## src/rtl/arb_requester.sv

```systemverilog
// FIFO-buffered requester for one round-robin arbiter port, streaming bursts of up to MAX_BEATS.
// Optional grant-wait timeout: define ARB_REQ_TIMEOUT_EN to build the wait counter and timeout_err.

module arb_requester #(
  parameter int DATA_W      = 32,
  parameter int DEPTH       = 8,
  parameter int MAX_BEATS   = 4,
  parameter int TIMEOUT_CYC = 64
) (
  input  logic                       clk,
  input  logic                       rst,
  input  logic                       wr_valid,
  output logic                       wr_ready,
  input  logic [DATA_W-1:0]          wr_data,
  output logic                       request,
  input  logic                       grant,
  output logic                       bus_valid,
  input  logic                       bus_ready,
  output logic [DATA_W-1:0]          bus_data,
  output logic                       bus_last,
  output logic [$clog2(DEPTH):0]     fifo_count,
  output logic                       timeout_err
);

  localparam int AW = $clog2(DEPTH);
  localparam int CW = AW + 1;
  localparam int BW = $clog2(MAX_BEATS) + 1;

  typedef enum logic [1:0] {
    IDLE    = 2'd0,
    REQ     = 2'd1,
    RELEASE = 2'd2
  } state_t;

  state_t            state_q;
  logic              request_q;
  logic [BW-1:0]     beat_cnt_q;

  logic [DATA_W-1:0] mem_q [DEPTH];
  logic [AW-1:0]     wr_ptr_q, wr_ptr_d;
  logic [AW-1:0]     rd_ptr_q, rd_ptr_d;
  logic [CW-1:0]     count_q, count_d;

  logic              wr_en;
  logic              beat;

  assign wr_ready   = (count_q < CW'(DEPTH));
  assign wr_en      = wr_valid && wr_ready;
  assign request    = request_q;
  assign bus_valid  = request_q && grant && (count_q != '0);
  assign beat       = bus_valid && bus_ready;
  assign bus_data   = mem_q[rd_ptr_q];
  assign fifo_count = count_q;

  // bus_last uses the pre-edge count, so a word written alongside the last beat waits for the next tenure
  assign bus_last = bus_valid &&
                    ((beat_cnt_q == BW'(MAX_BEATS - 1)) || (count_q == CW'(1)));

  always_comb begin
    wr_ptr_d = wr_ptr_q;
    rd_ptr_d = rd_ptr_q;
    count_d  = count_q;
    if (wr_en) wr_ptr_d = wr_ptr_q + AW'(1);
    if (beat)  rd_ptr_d = rd_ptr_q + AW'(1);
    case ({wr_en, beat})
      2'b10:   count_d = count_q + CW'(1);
      2'b01:   count_d = count_q - CW'(1);
      default: count_d = count_q;
    endcase
  end

  always_ff @(posedge clk or posedge rst) begin
    if (rst) begin
      wr_ptr_q <= '0;
      rd_ptr_q <= '0;
      count_q  <= '0;
    end else begin
      wr_ptr_q <= wr_ptr_d;
      rd_ptr_q <= rd_ptr_d;
      count_q  <= count_d;
    end
  end

  // Storage has no reset; stale words are unreachable once the pointers are cleared
  always_ff @(posedge clk) begin
    if (wr_en) mem_q[wr_ptr_q] <= wr_data;
  end

`ifdef ARB_REQ_TIMEOUT_EN
  localparam int WW = $clog2(TIMEOUT_CYC + 1);
  logic [WW-1:0] wait_cnt_q;
  logic          timeout_q;
`endif

  always_ff @(posedge clk or posedge rst) begin
    if (rst) begin
      state_q    <= IDLE;
      request_q  <= 1'b0;
      beat_cnt_q <= '0;
`ifdef ARB_REQ_TIMEOUT_EN
      wait_cnt_q <= '0;
      timeout_q  <= 1'b0;
`endif
    end else begin
      case (state_q)
        IDLE: begin
          if (count_q != '0) begin
            state_q    <= REQ;
            request_q  <= 1'b1;
            beat_cnt_q <= '0;
          end
        end
        REQ: begin
          if (beat) begin
            if (bus_last) begin
              state_q   <= RELEASE;
              request_q <= 1'b0;
            end else begin
              beat_cnt_q <= beat_cnt_q + BW'(1);
            end
          end
`ifdef ARB_REQ_TIMEOUT_EN
          // A timeout only fires with grant low, so it never collides with a beat
          if (grant) begin
            wait_cnt_q <= '0;
          end else if (wait_cnt_q == WW'(TIMEOUT_CYC - 1)) begin
            wait_cnt_q <= '0;
            timeout_q  <= 1'b1;
            state_q    <= RELEASE;
            request_q  <= 1'b0;
          end else begin
            wait_cnt_q <= wait_cnt_q + WW'(1);
          end
`endif
        end
        RELEASE: begin
          if (count_q != '0) begin
            state_q    <= REQ;
            request_q  <= 1'b1;
            beat_cnt_q <= '0;
          end else begin
            state_q    <= IDLE;
            request_q  <= 1'b0;
          end
        end
        default: begin
          state_q   <= IDLE;
          request_q <= 1'b0;
        end
      endcase
    end
  end

`ifdef ARB_REQ_TIMEOUT_EN
  assign timeout_err = timeout_q;
`else
  assign timeout_err = 1'b0;
`endif

endmodule

```

## config.mk

```make
export PLATFORM = sky130hd
export DESIGN_NAME = arb_requester
export DESIGN_NICKNAME = d
export VERILOG_FILES = /design/src/rtl/arb_requester.sv
export SDC_FILE = /design/constraint.sdc
export NUM_CORES = 1
export LEC_CHECK = 0
export BUFFER_PORTS_ARGS = -buffer_cell sky130_fd_sc_hd__buf_2
export CORE_MARGIN = 10
export CORE_UTILIZATION = 32
export CTS_CLUSTER_DIAMETER = 40
export DETAILED_ROUTE_END_ITERATION = 10
export GPL_ROUTABILITY_DRIVEN = 0
export PLACE_DENSITY = 0.54
export SLEW_MARGIN = 20
export SYNTH_ARGS = -nofsm -noshare
export SYNTH_HDL_FRONTEND = slang
export SYNTH_SLANG_ARGS = --single-unit
```

## constraint.sdc

```tcl
create_clock -name clk -period 11.3 [get_ports clk]
set_clock_uncertainty 0.05 [all_clocks]
set_input_delay 0.565 -clock clk [delete_from_list [all_inputs] [get_ports clk]]
set_output_delay 0.565 -clock clk [all_outputs]
set_load 0.03 [all_outputs]
```

# --- Word-level counts from Yosys, hierarchy flattened ---
# Memories as Yosys holds them, arrays and structs flattened.
# Cells that the tools add are included.
word_totals:
  memories: 1
  input_bits: 37
  ff_bits: 16
  out_inout_bits: 41
  elab_cells: 54
  mem_bits_rw: 256
mem_list:
  columns: ["name", "words", "word_bits", "rd", "rd_ports_with_merged_regs", "wr", "line", "source"]
  rows:
  - ["mem_q", 8, 32, 1, 0, 1, "39", "logic [DATA_W-1:0] mem_q [DEPTH];"]
op_classes:
  magnitude_cmp: 1
  eq_ne: 11
  reduce_logical: 13
  n_mux: 17
  addsub: 5
ops:
  columns: ["operator", "count"]
  rows:
  - ["adder 3 x 1 -> 3 bit, second input constant", 3]
  - ["2-to-1 mux 3 bit", 3]
  - ["inequality test 2 bit, second input constant", 4]
  - ["case mux 4 bit (2 select lines)", 1]
  - ["2-to-1 mux 1 bit", 7]
  - ["2-to-1 mux 2 bit", 3]
  - ["case mux 2 bit (3 select lines)", 1]
  - ["case mux 3 bit (2 select lines)", 1]
  - ["logical AND 1 bit", 5]
  - ["adder 4 x 1 -> 4 bit, second input constant", 1]
  - ["== test 2 x 1 -> 1 bit, second input constant", 2]
  - ["== test 2 bit, second input constant", 2]
  - ["== test 4 x 1 -> 1 bit, second input constant", 1]
  - ["less-than comparator 4 bit, second input constant", 1]
  - ["AND reduction 4 bit", 1]
  - ["nonzero test 2 bit", 2]
  - ["nonzero test 4 bit", 1]
  - ["subtractor 4 x 1 -> 4 bit, second input constant", 1]
  - ["== test 3 x 2 -> 1 bit, second input constant", 1]
  - ["case mux 1 bit (3 select lines)", 1]
  - ["AND reduction 3 bit", 1]
  - ["logical NOT 2 bit", 1]
  - ["inequality test 2 x 1 -> 1 bit, second input constant", 1]
  - ["OR reduction 2 bit", 1]
  - ["logical OR 1 bit", 1]

# --- Longest topological paths before layout ---
depth:
  word_depth: 6
  mapped_depth: 9
  mapped_depth_nobuf: 9

# --- Worst setup path after synthesis ---
# Ideal clock, no wire load.
synth_path:
  kind: "input to register"
  startpoint: "input wr_valid"
  endpoint: "memory mem_q[0][0], enable pin"
  required_time_ns: 10.789
  stages: 3
  setup_time_ns: 0.461
  arrival_time_ns: 3.255
  path_slack_ns: 7.534
  path_buffers: 0
  path_cell_list: "nor2b_1 > nand2b_1 > nor3_1"
synth_via:
  elab_chain_len: 3
synth_lines:
  columns: ["item", "line", "source"]
  rows:
  - ["start: declaration", "12", "input logic wr_valid,"]
  - ["logical AND 1 bit", "48", "assign wr_en = wr_valid && wr_ready;"]
  - ["2-to-1 mux 1 bit", "86", "if (wr_en) mem_q[wr_ptr_q] <= wr_data;"]
  - ["2-to-1 mux 1 bit (implied by the code)", "86", null]
  - ["end: declaration", "39", null]
# Every way passes these cells.

# --- Final worst setup path ---
layout_path:
  startpoint: "register rd_ptr_q[0]"
  endpoint: "output bus_data[18]"
layout_via:
  elab_chain_len: 1
layout_lines:
  columns: ["item", "line", "source"]
  rows:
  - ["start: declaration", "41", "logic [AW-1:0] rd_ptr_q, rd_ptr_d;"]
  - ["start signal: assignment", "79", "rd_ptr_q <= rd_ptr_d;"]
  - ["memory read (8 x 32 bit)", null, null]
  - ["end: declaration", "19", "output logic [DATA_W-1:0] bus_data,"]
# Every way passes these cells.

==> results.tsv <==
metric	value	unit
finalHoldWorstSlack	0.0557	ns
clock_sinks	272	
cts_setup_buffers	0	
met3_usage	0.0315	
r2r_end	mem_q[7][10]	
setup_viol	0	
antenna_found_initial	3	
worstMarginPinSlew	0.997	ns
clock_latency	0.52	ns
slew_viol_final	0	
synthCells	462	
yosysWarnings	0	
core_area	32600	um^2
synthTopCellsByCount	edfxtp_1, mux4_2, mux2_2, mux4_1, dfrtp_1	
syn_area	10600	um^2
path_class	reg2out	
required	10.69	ns
multi_input_area	2420	um^2
portBuffers	76	
finalPower	3540	uW
grt_max_degree	67	
area_delta_synth_final	21.9	%
synth_area_leaders	edfxtp_1, mux4_2, mux4_1	
regArea	8100	um^2
top_level_ports	78	
finish.utilization	0.397	
critPathMaxFanout	52	
endpoint_kind	primary output	
grt.busiest_layer	met2	
synth_fp_nets	507	
grt_usage	0.109	
holdCritPathClass	in2async	
grtUsageMet2	0.179	
vias	4822	
overflow	0	
ctsHoldBuffers	0	
tns	0	ns
placementRows	66	
combPwrFrac	0.260	
drc	0	
cts_tree	yes	
synth.largest_area_cell	edfxtp_1	
ir_drop	0.140	mV
max_slew_margin	0.336	
h-tree-depth	2	
drt-initial-drc-count	220	
via_per_inst	4.61	
ys_seq_elements	272	
p_sw_frac	0.316	
dp_hpwl	12600	um
yosysSeqAreaShare	0.761	
p_int	2420	uW
hold_viol	0	
dieHeight	202	um
synth_most_common_cell	edfxtp_1	
stdcell_count	1047	
arrival	3.15	ns
grt_pass1_wl	33900	um
dr.pass1.iters	4	
die_area	40900	um^2
start_util	0.326	
r2r_cells	4	
reg2reg_slack	8.72	ns
status	finished clean	
final_nets	618	
numPlacedInstances	972	
synth.top_cell.area_share	0.723	
ys_async_sr_fraction	0.0588	
routed_wl	22000	um
rsz0062_at_grt	no	
synth_edf_count	256	
fillCellCount	2907	
power.clock.fraction	0.358	
fin_crit_sh	0.333	
cts-root-buf	clkbuf_16	
power_density	273	nW/um^2
synth_cell_types	33	
start_kind	flop	
drive_gt1_frac	0.400	
r2r-start	fifo_count[3]	
fmax	265	MHz
ant_nets	0	
clkTransAtPathRegs	0.05	ns
clockBufferDepth	3	
ctsResizeCount	0	
yosys_most_used_dff	edfxtp_1	
seqPwrFrac	0.382	
drv_cap	0	
met1_usage	0.136	
drt-wirelength-per-cell	21.1	um
period_needed	3.77	ns
syn_area_per_cell	23.0	um^2
cts_made_buffers	41	
p_sw	1120	uW
dieWidth	202	um
antenna_cells	0	
leakagePower	0.00439	uW
grt_pass1_vias	5522	
==> worst max-delay path: stages (launching register included) <==
cell and delay (ns):
dfrtp_4 0.60, buf_4 0.82, mux4_1 0.66, mux2_2 0.29
buf_2 0.19
==> cell type report <==
type                            count  share of cell area
Clock buffer                       43              0.0830
Tap cell                          442              0.0427
Clock inverter                     32              0.0249
Inverter                            7             0.00203
Sequential cell                   272               0.625
Timing Repair Buffer               87              0.0357
Multi-Input combinational cell    164               0.187
==> metrics by stage <==
stage                     cell area (um^2)  worst slack (ns)
final                                13000              7.53
after detailed placement             11600              8.00
after global routing                 13000              7.30
after global placement               11600              8.00
after floorplan                      10600              7.53
after CTS                            13000              7.43
==> worst max path at each step <==
stage                      from      endpoint  slack, ns
CTS                 rd_ptr_q[0]   bus_data[3]       7.43
finish              rd_ptr_q[0]  bus_data[18]       7.53
global placement    rd_ptr_q[0]  bus_data[15]       8.00
floorplan              wr_valid   mem_q[0][0]       7.53
detailed placement  rd_ptr_q[0]   bus_data[3]       8.00
global route        rd_ptr_q[0]  bus_data[18]       7.30
==> power by group through the flow <==
stage / combinational, uW / sequential, uW / clock [uW]
floorplan: 769 / 1280 / 0
global placement: 936 / 1370 / 0
detailed placement: 945 / 1380 / 0
CTS: 948 / 1360 / 1300
global route: 997 / 1370 / 1350
finish: 919 / 1350 / 1270
==> sequential cells by signal, indices dropped and copies added (netlist names) <==
signal,cells
beat_cnt_q,3
fifo_count,4
mem_q,256
rd_ptr_q,3
request,1
state_q,2
wr_ptr_q,3
==> per-layer routing <==
metal  share of wire  vias to the layer above
li1                -                     2160
met1            0.44                     2500
met2            0.49                      118
met3           0.053                       38
met4           0.020                        6
met5          0.0019                        -
==> logic make-up after synthesis <==
logic type,Yosys count,share of synthesized area
flops,272,0.761
mux,101,0.183
simple gates,41,0.0201
buf+inv,26,0.0168
fa+ha+maj,8,0.00942
xor+xnor,8,0.00659
compound gates,5,0.00259
other cells,1,0.000353
==> layout by cell type (no fill, tap or decap), types with 6 or more instances in the layout <==
cell type | netlist | final
edfxtp_1 | 256 | 256
buf_2 | 6 | 76
clkbuf_16 | 0 | 43
mux4_2 | 39 | 39
mux2_2 | 33 | 33
mux4_1 | 25 | 25
dfrtp_1 | 16 | 13
nand2_1 | 12 | 12
buf_4 | 1 | 11
nand2b_1 | 8 | 8
ha_1 | 8 | 8
xnor2_1 | 6 | 6
inv_1 | 6 | 6
nor2_4 | 0 | 6
clkinv_1 | 0 | 6
clkinv_2 | 0 | 6
(Power assumes the default switching activity.)
